**config.mk**
```make
export PLATFORM = sky130hd
export DESIGN_NAME = fir_coeff_loader
export DESIGN_NICKNAME = d
export VERILOG_FILES = /design/src/rtl/fir_pkg.sv /design/src/rtl/fir_coeff_assembler.sv /design/src/rtl/fir_coeff_loader.sv
export SDC_FILE = /design/constraint.sdc
export NUM_CORES = 1
export LEC_CHECK = 0
export BUFFER_PORTS_ARGS = -buffer_cell sky130_fd_sc_hd__buf_2
export CAP_MARGIN = 20
export CORE_MARGIN = 2
export CORE_UTILIZATION = 52
export CTS_BUF_LIST = sky130_fd_sc_hd__clkbuf_4
export CTS_CLUSTER_SIZE = 14
export DETAILED_ROUTE_END_ITERATION = 6
export PLACE_DENSITY = 0.85
export SETUP_SLACK_MARGIN = 0.05
export SYNTH_ARGS = -nofsm -noshare
export SYNTH_HDL_FRONTEND = slang
export SYNTH_HIERARCHICAL = 1
export SYNTH_SLANG_ARGS = --single-unit
```
**constraint.sdc**
```tcl
create_clock -name clk -period 3.3 [get_ports clk]
set_input_delay 0 -clock clk [delete_from_list [all_inputs] [get_ports clk]]
set_output_delay 0 -clock clk [all_outputs]
set_load 0.02 [all_outputs]
```
**src/rtl/fir_pkg.sv**
```systemverilog
// Constants shared between the symmetric FIR and its coefficient loader, plus the loader state type.
package fir_pkg;

    localparam int ORD   = 256;
    localparam int C     = 16;
    localparam int NCOEF = (ORD + 1) / 2;
    localparam int AW    = $clog2(NCOEF);

    typedef enum logic [2:0] {
        IDLE  = 3'd0,
        RECV  = 3'd1,
        WRITE = 3'd2,
        CSUM  = 3'd3,
        DONE  = 3'd4,
        ERR   = 3'd5
    } loader_state_e;

endpackage

```
**src/rtl/fir_coeff_assembler.sv**
```systemverilog
// Packs BPC stream bytes (MSB byte first) into one coefficient word.
// word/word_valid are combinational so the loader can capture the word on the same edge as the last byte.
module fir_coeff_assembler #(
    parameter int  BPC = 2,
    localparam int W   = 8 * BPC,
    localparam int CW  = (BPC > 1) ? $clog2(BPC) : 1
) (
    input  logic         clk,
    input  logic         rst,
    input  logic         clr,
    input  logic         accept,
    input  logic [7:0]   s_data,
    output logic         word_valid,
    output logic [W-1:0] word
);

    logic [CW-1:0] cnt;
    logic          last;

    assign last       = (cnt == CW'(BPC - 1));
    assign word_valid = accept && last;

    generate
        if (BPC > 1) begin : g_multi
            logic [W-9:0] sreg;

            assign word = {sreg, s_data};

            always_ff @(posedge clk) begin
                if (rst || clr) begin
                    sreg <= '0;
                end else if (accept) begin
                    sreg <= word[W-9:0];
                end
            end
        end else begin : g_single
            assign word = s_data;
        end
    endgenerate

    always_ff @(posedge clk) begin
        if (rst || clr) begin
            cnt <= '0;
        end else if (accept) begin
            cnt <= last ? '0 : cnt + 1'b1;
        end
    end

endmodule

```
**src/rtl/fir_coeff_loader.sv**
```systemverilog
// Loads NCOEF coefficients from a byte stream into the FIR write port; all outputs registered.
// Define FIR_COEFF_LOADER_CSUM_EN to require a trailing XOR checksum byte after the last coefficient.
//
// state | meaning
// IDLE  | waiting for start, stream ignored
// RECV  | accepting coefficient bytes
// WRITE | one-cycle c_WE pulse for the current address
// CSUM  | accepting the trailing checksum byte
// DONE  | full coefficient set resident
// ERR   | checksum mismatch
module fir_coeff_loader #(
    parameter int  ORD   = fir_pkg::ORD,
    parameter int  C     = fir_pkg::C,
    localparam int NCOEF = (ORD + 1) / 2,
    localparam int AW    = $clog2(NCOEF),
    localparam int BPC   = C / 8
) (
    input  logic          clk,
    input  logic          rst,
    input  logic          start,
    input  logic [7:0]    s_data,
    input  logic          s_valid,
    output logic          s_ready,
    output logic          c_WE,
    output logic [AW-1:0] c_addr,
    output logic [C-1:0]  c_in,
    output logic          busy,
    output logic          done,
    output logic          err
);
    import fir_pkg::*;

    loader_state_e state, state_nxt;
    logic [AW-1:0] addr, addr_nxt;
    logic [C-1:0]  word;
    logic          word_valid;
    logic          accept;
    logic          s_ready_nxt, c_we_nxt, busy_nxt, done_nxt;
    logic [AW-1:0] c_addr_nxt;
    logic [C-1:0]  c_in_nxt;

    assign accept = s_valid && s_ready && (state == RECV);

    fir_coeff_assembler #(.BPC(BPC)) u_asm (
        .clk        (clk),
        .rst        (rst),
        .clr        (start),
        .accept     (accept),
        .s_data     (s_data),
        .word_valid (word_valid),
        .word       (word)
    );

`ifdef FIR_COEFF_LOADER_CSUM_EN
    logic [7:0] csum;

    always_ff @(posedge clk) begin
        if (rst || start) begin
            csum <= '0;
        end else if (accept) begin
            csum <= csum ^ s_data;
        end
    end
`endif

    always_comb begin
        state_nxt = state;
        addr_nxt  = addr;
        case (state)
            RECV: if (word_valid) state_nxt = WRITE;
            WRITE: begin
                if (addr == AW'(NCOEF - 1)) begin
`ifdef FIR_COEFF_LOADER_CSUM_EN
                    state_nxt = CSUM;
`else
                    state_nxt = DONE;
`endif
                end else begin
                    addr_nxt  = addr + 1'b1;
                    state_nxt = RECV;
                end
            end
`ifdef FIR_COEFF_LOADER_CSUM_EN
            CSUM: if (s_valid && s_ready) state_nxt = (s_data == csum) ? DONE : ERR;
`endif
            default: ;
        endcase
        // A write already presented still completes; the new load starts from address 0.
        if (start) begin
            state_nxt = RECV;
            addr_nxt  = '0;
        end
        s_ready_nxt = (state_nxt == RECV) || (state_nxt == CSUM);
        c_we_nxt    = (state_nxt == WRITE);
        busy_nxt    = s_ready_nxt || c_we_nxt;
        done_nxt    = (state_nxt == DONE);
        c_addr_nxt  = c_we_nxt ? addr : c_addr;
        c_in_nxt    = c_we_nxt ? word : c_in;
    end

    always_ff @(posedge clk) begin
        if (rst) begin
            state   <= IDLE;
            addr    <= '0;
            s_ready <= 1'b0;
            c_WE    <= 1'b0;
            c_addr  <= '0;
            c_in    <= '0;
            busy    <= 1'b0;
            done    <= 1'b0;
        end else begin
            state   <= state_nxt;
            addr    <= addr_nxt;
            s_ready <= s_ready_nxt;
            c_WE    <= c_we_nxt;
            c_addr  <= c_addr_nxt;
            c_in    <= c_in_nxt;
            busy    <= busy_nxt;
            done    <= done_nxt;
        end
    end

`ifdef FIR_COEFF_LOADER_CSUM_EN
    always_ff @(posedge clk) begin
        if (rst) begin
            err <= 1'b0;
        end else begin
            err <= (state_nxt == ERR);
        end
    end
`else
    assign err = 1'b0;
`endif

endmodule

```
==> results.py <==
metrics = {
    "run_status": {
        "status": "finished, final reports clean",
    },
    "finish": {
        "fin_cells": 303,
        "drive_above_1_share_pct": 20.0,
        "nNetsFinal": 267,
        "final_cell_mix": "dfxtp_1, buf_2, nand3_1, a21oi_1, o21ai_0",
        "n_antenna_cell": 0,
        "n_fill_cell": 327,
        "layout_commonest_cell": "dfxtp_1",
        "synthToLayoutAreaGrowth_pct": 13.4,
    },
    "logic_synthesis": {
        "synth.cell_area_sq_mm": 0.00196,
        "avgSynthCellArea_sq_um": 8.76,
        "syn_inst": 224,
        "ys_seq_elements": 46,
        "yosysWarnings": 6,
        "synth-seq-area-share_pct": 46.9,
        "yosysUniqueCellTypes": 37,
        "syn_nets": 237,
    },
    "worst_setup_path": {
        "rr_startpoint": "state[0]$_SDFF_PP0_",
        "critPathLaunchType": "flop",
        "critical_path_class": "reg -> reg",
        "arrival_ps": 2990,
        "critPathRequiredTime_ps": 3530,
        "cp_max_fo": 25,
        "startpoint": "state[0]$_SDFF_PP0_",
        "end_kind": "flop",
    },
    "global_route": {
        "grt_use_total_pct": 21.2,
        "grt_max_degree": 35,
        "grt_overflow": 0,
        "grt_pass1_wl_microns": 6980,
        "antenna_found_initial": 0,
        "grt_pass1_vias": 1528,
    },
    "timing": {
        "hold_viol": 0,
        "skew_ps": 7.68,
        "fmax_mhz": 363,
        "tns_ps": 0,
        "layout_min_cycle_time_ps": 2760,
        "worst_slew_pin_slew_ps": 798,
        "period_share_pct": 83.6,
        "rsz0062_at_grt": "false",
        "slew_headroom_pct": 46.8,
        "maxSlewViolCount": 0,
        "setup_viol": 0,
    },
    "power": {
        "powerDensity_mw_per_mm2": 401,
        "power.leakage_uw": 0.000835,
        "p_total_uw": 892,
        "vdd_drop_max_mv": 0.245,
    },
    "cts": {
        "htree_levels": 2,
        "cts_resized": 0,
        "post_cts_buffers": 0,
        "clkTransAtPathRegs_ps": 130,
        "clock-sinks": 46,
        "cts_buffers": 5,
        "clock_path_buffers": 2,
        "clock_latency_ps": 360,
        "cts_root_buf": "clkbuf_4",
        "cts_tree": "built",
    },
    "floorplanning": {
        "die_area_sq_mm": 0.00428,
        "rows": 22,
        "fp.dieH_microns": 65.4,
        "initial_core_util_pct": 54.0,
        "core-area_sq_mm": 0.00363,
        "ios": 40,
        "fp.dieW_microns": 65.4,
    },
    "placed_design": {
        "hpwlAfterDp_microns": 2660,
        "routabilityCongestion": 0.841,
        "placed_cells": 286,
        "place.port_buffers": 38,
    },
    "routing": {
        "dr.pass1.iters": 4,
        "wl_per_cell_microns": 13.6,
        "ant_nets": 0,
        "routed-via-count": 1673,
        "drt_wl_total_microns": 4130,
        "drc": 0,
        "via_per_inst": 5.52,
        "drt_iter0_drc": 170,
    },
    "worst_hold_path": {
        "hold_path.startpoint": "rst",
        "hold_path_class": "in -> reg",
    },
    "run": {
        "drv_cap": 0,
    },
}
layer usage:
metal	share of wire [%]	global-route usage (%)	wire, microns
met4	1.0	9.90	43
met5	0	0	0
met1	47	29.7	1940
met2	47	30.1	1950
met3	4.6	5.99	191
critical path: stages (launching register included):
cell      delay (ps)
dfxtp_1          490
nor3b_2          220
buf_4            280
and3_1           190
buf_4            200
and2_1           190
nand2b_1         430
o32ai_1          460
a221oi_1         140
path summary, 6_finish.rpt:
kind | cells past startpoint | endpoint | slack (ps)
min | 2 | c_in[7]$_SDFFE_PP0P_ | 130
max reg2reg | 8 | s_ready$_SDFF_PP0_ | 540
min reg2reg | 2 | c_in[9]$_SDFFE_PP0P_ | 480
max | 8 | s_ready$_SDFF_PP0_ | 540
synthesized netlist by cell type:
cell / count / area (sq um)
nor3b_2: 1 / 12.5
nand4bb_1: 1 / 11.3
nand2b_1: 1 / 6.26
o21a_1: 2 / 15.0
inv_1: 3 / 11.3
nor2_1: 12 / 45.0
o21ai_0: 24 / 120
or2_1: 1 / 6.26
o21ai_1: 2 / 10.0
a221oi_1: 2 / 17.5
o41ai_1: 1 / 8.76
ha_1: 1 / 12.5
or3_1: 4 / 25.0
or3b_1: 2 / 17.5
buf_1: 1 / 3.75
buf_6: 1 / 11.3
nand3_1: 26 / 130
nand2_1: 8 / 30.0
conb_1: 1 / 3.75
a211oi_2: 2 / 25.0
clkbuf_1: 9 / 33.8
buf_4: 11 / 82.6
a31oi_1: 1 / 6.26
and2_1: 2 / 12.5
nor2b_1: 3 / 18.8
buf_2: 5 / 25.0
o32ai_1: 1 / 8.76
nand4_1: 1 / 6.26
a21oi_1: 26 / 130
mux2i_1: 13 / 130
a211oi_1: 1 / 7.51
xnor2_1: 1 / 8.76
nor4_1: 1 / 6.26
dfxtp_1: 46 / 921
and3_1: 3 / 18.8
o31a_1: 1 / 8.76
nor3_1: 3 / 15.0
report_power, final:
| group | internal [uW] | switching (uW) |
|---|---|---|
| Sequential | 559 | 2.94 |
| Combinational | 22.6 | 35.8 |
| Clock | 92.5 | 179 |
layout make-up:
cell class	instances	area (sq um)	share of cell area, %
flip-flops and latches	46	921	41.3
multi-input cells	148	875	39.3
repair buffers	50	303	13.6
well taps	48	60.1	2.70
clock buffers	6	45.0	2.02
clock inverters	2	12.5	0.562
inverters	3	11.3	0.506
state kept, by name (all words and copies together) (netlist names):
name and count:
s_ready 1, done 1, c_addr 7, busy 1, u_asm/g_multi.sreg 8, addr 7, c_in 16, u_asm/cnt 1
c_WE 1, state 3
cells by family (layout without fill, tap and decap cells):
logic type / count (synthesis) / in the layout / share of synthesized area (%)
compound gates: 63 / 63 / 18.2
xor+xnor: 1 / 1 / 0.446
fa+ha+maj: 1 / 1 / 0.637
buf+inv: 30 / 61 / 8.54
flops: 46 / 46 / 46.9
mux: 13 / 13 / 6.63
other cells: 1 / 1 / 0.191
simple gates: 69 / 69 / 18.4
through the flow:
step / util, % / hold slack, ps / worst slack (ps) / cell area (sq um)
6_report: 61.3 / 132 / 543 / 2230
3_5_place_dp: 57.2 / 265 / 619 / 2080
4_1_cts: 61.3 / 120 / 587 / 2230
3_3_place_gp: 57.2 / 263 / 719 / 2080
5_1_grt: 61.3 / 132 / 232 / 2230
2_1_floorplan: - / 147 / 1250 / 1960
repair_timing:
item	in CTS	in global routing
hold endpoints to repair	17	0
endpoints found under the setup margin	0	0
hold buffers	9	0
Note: power is estimated with default switching activity, not from simulation.
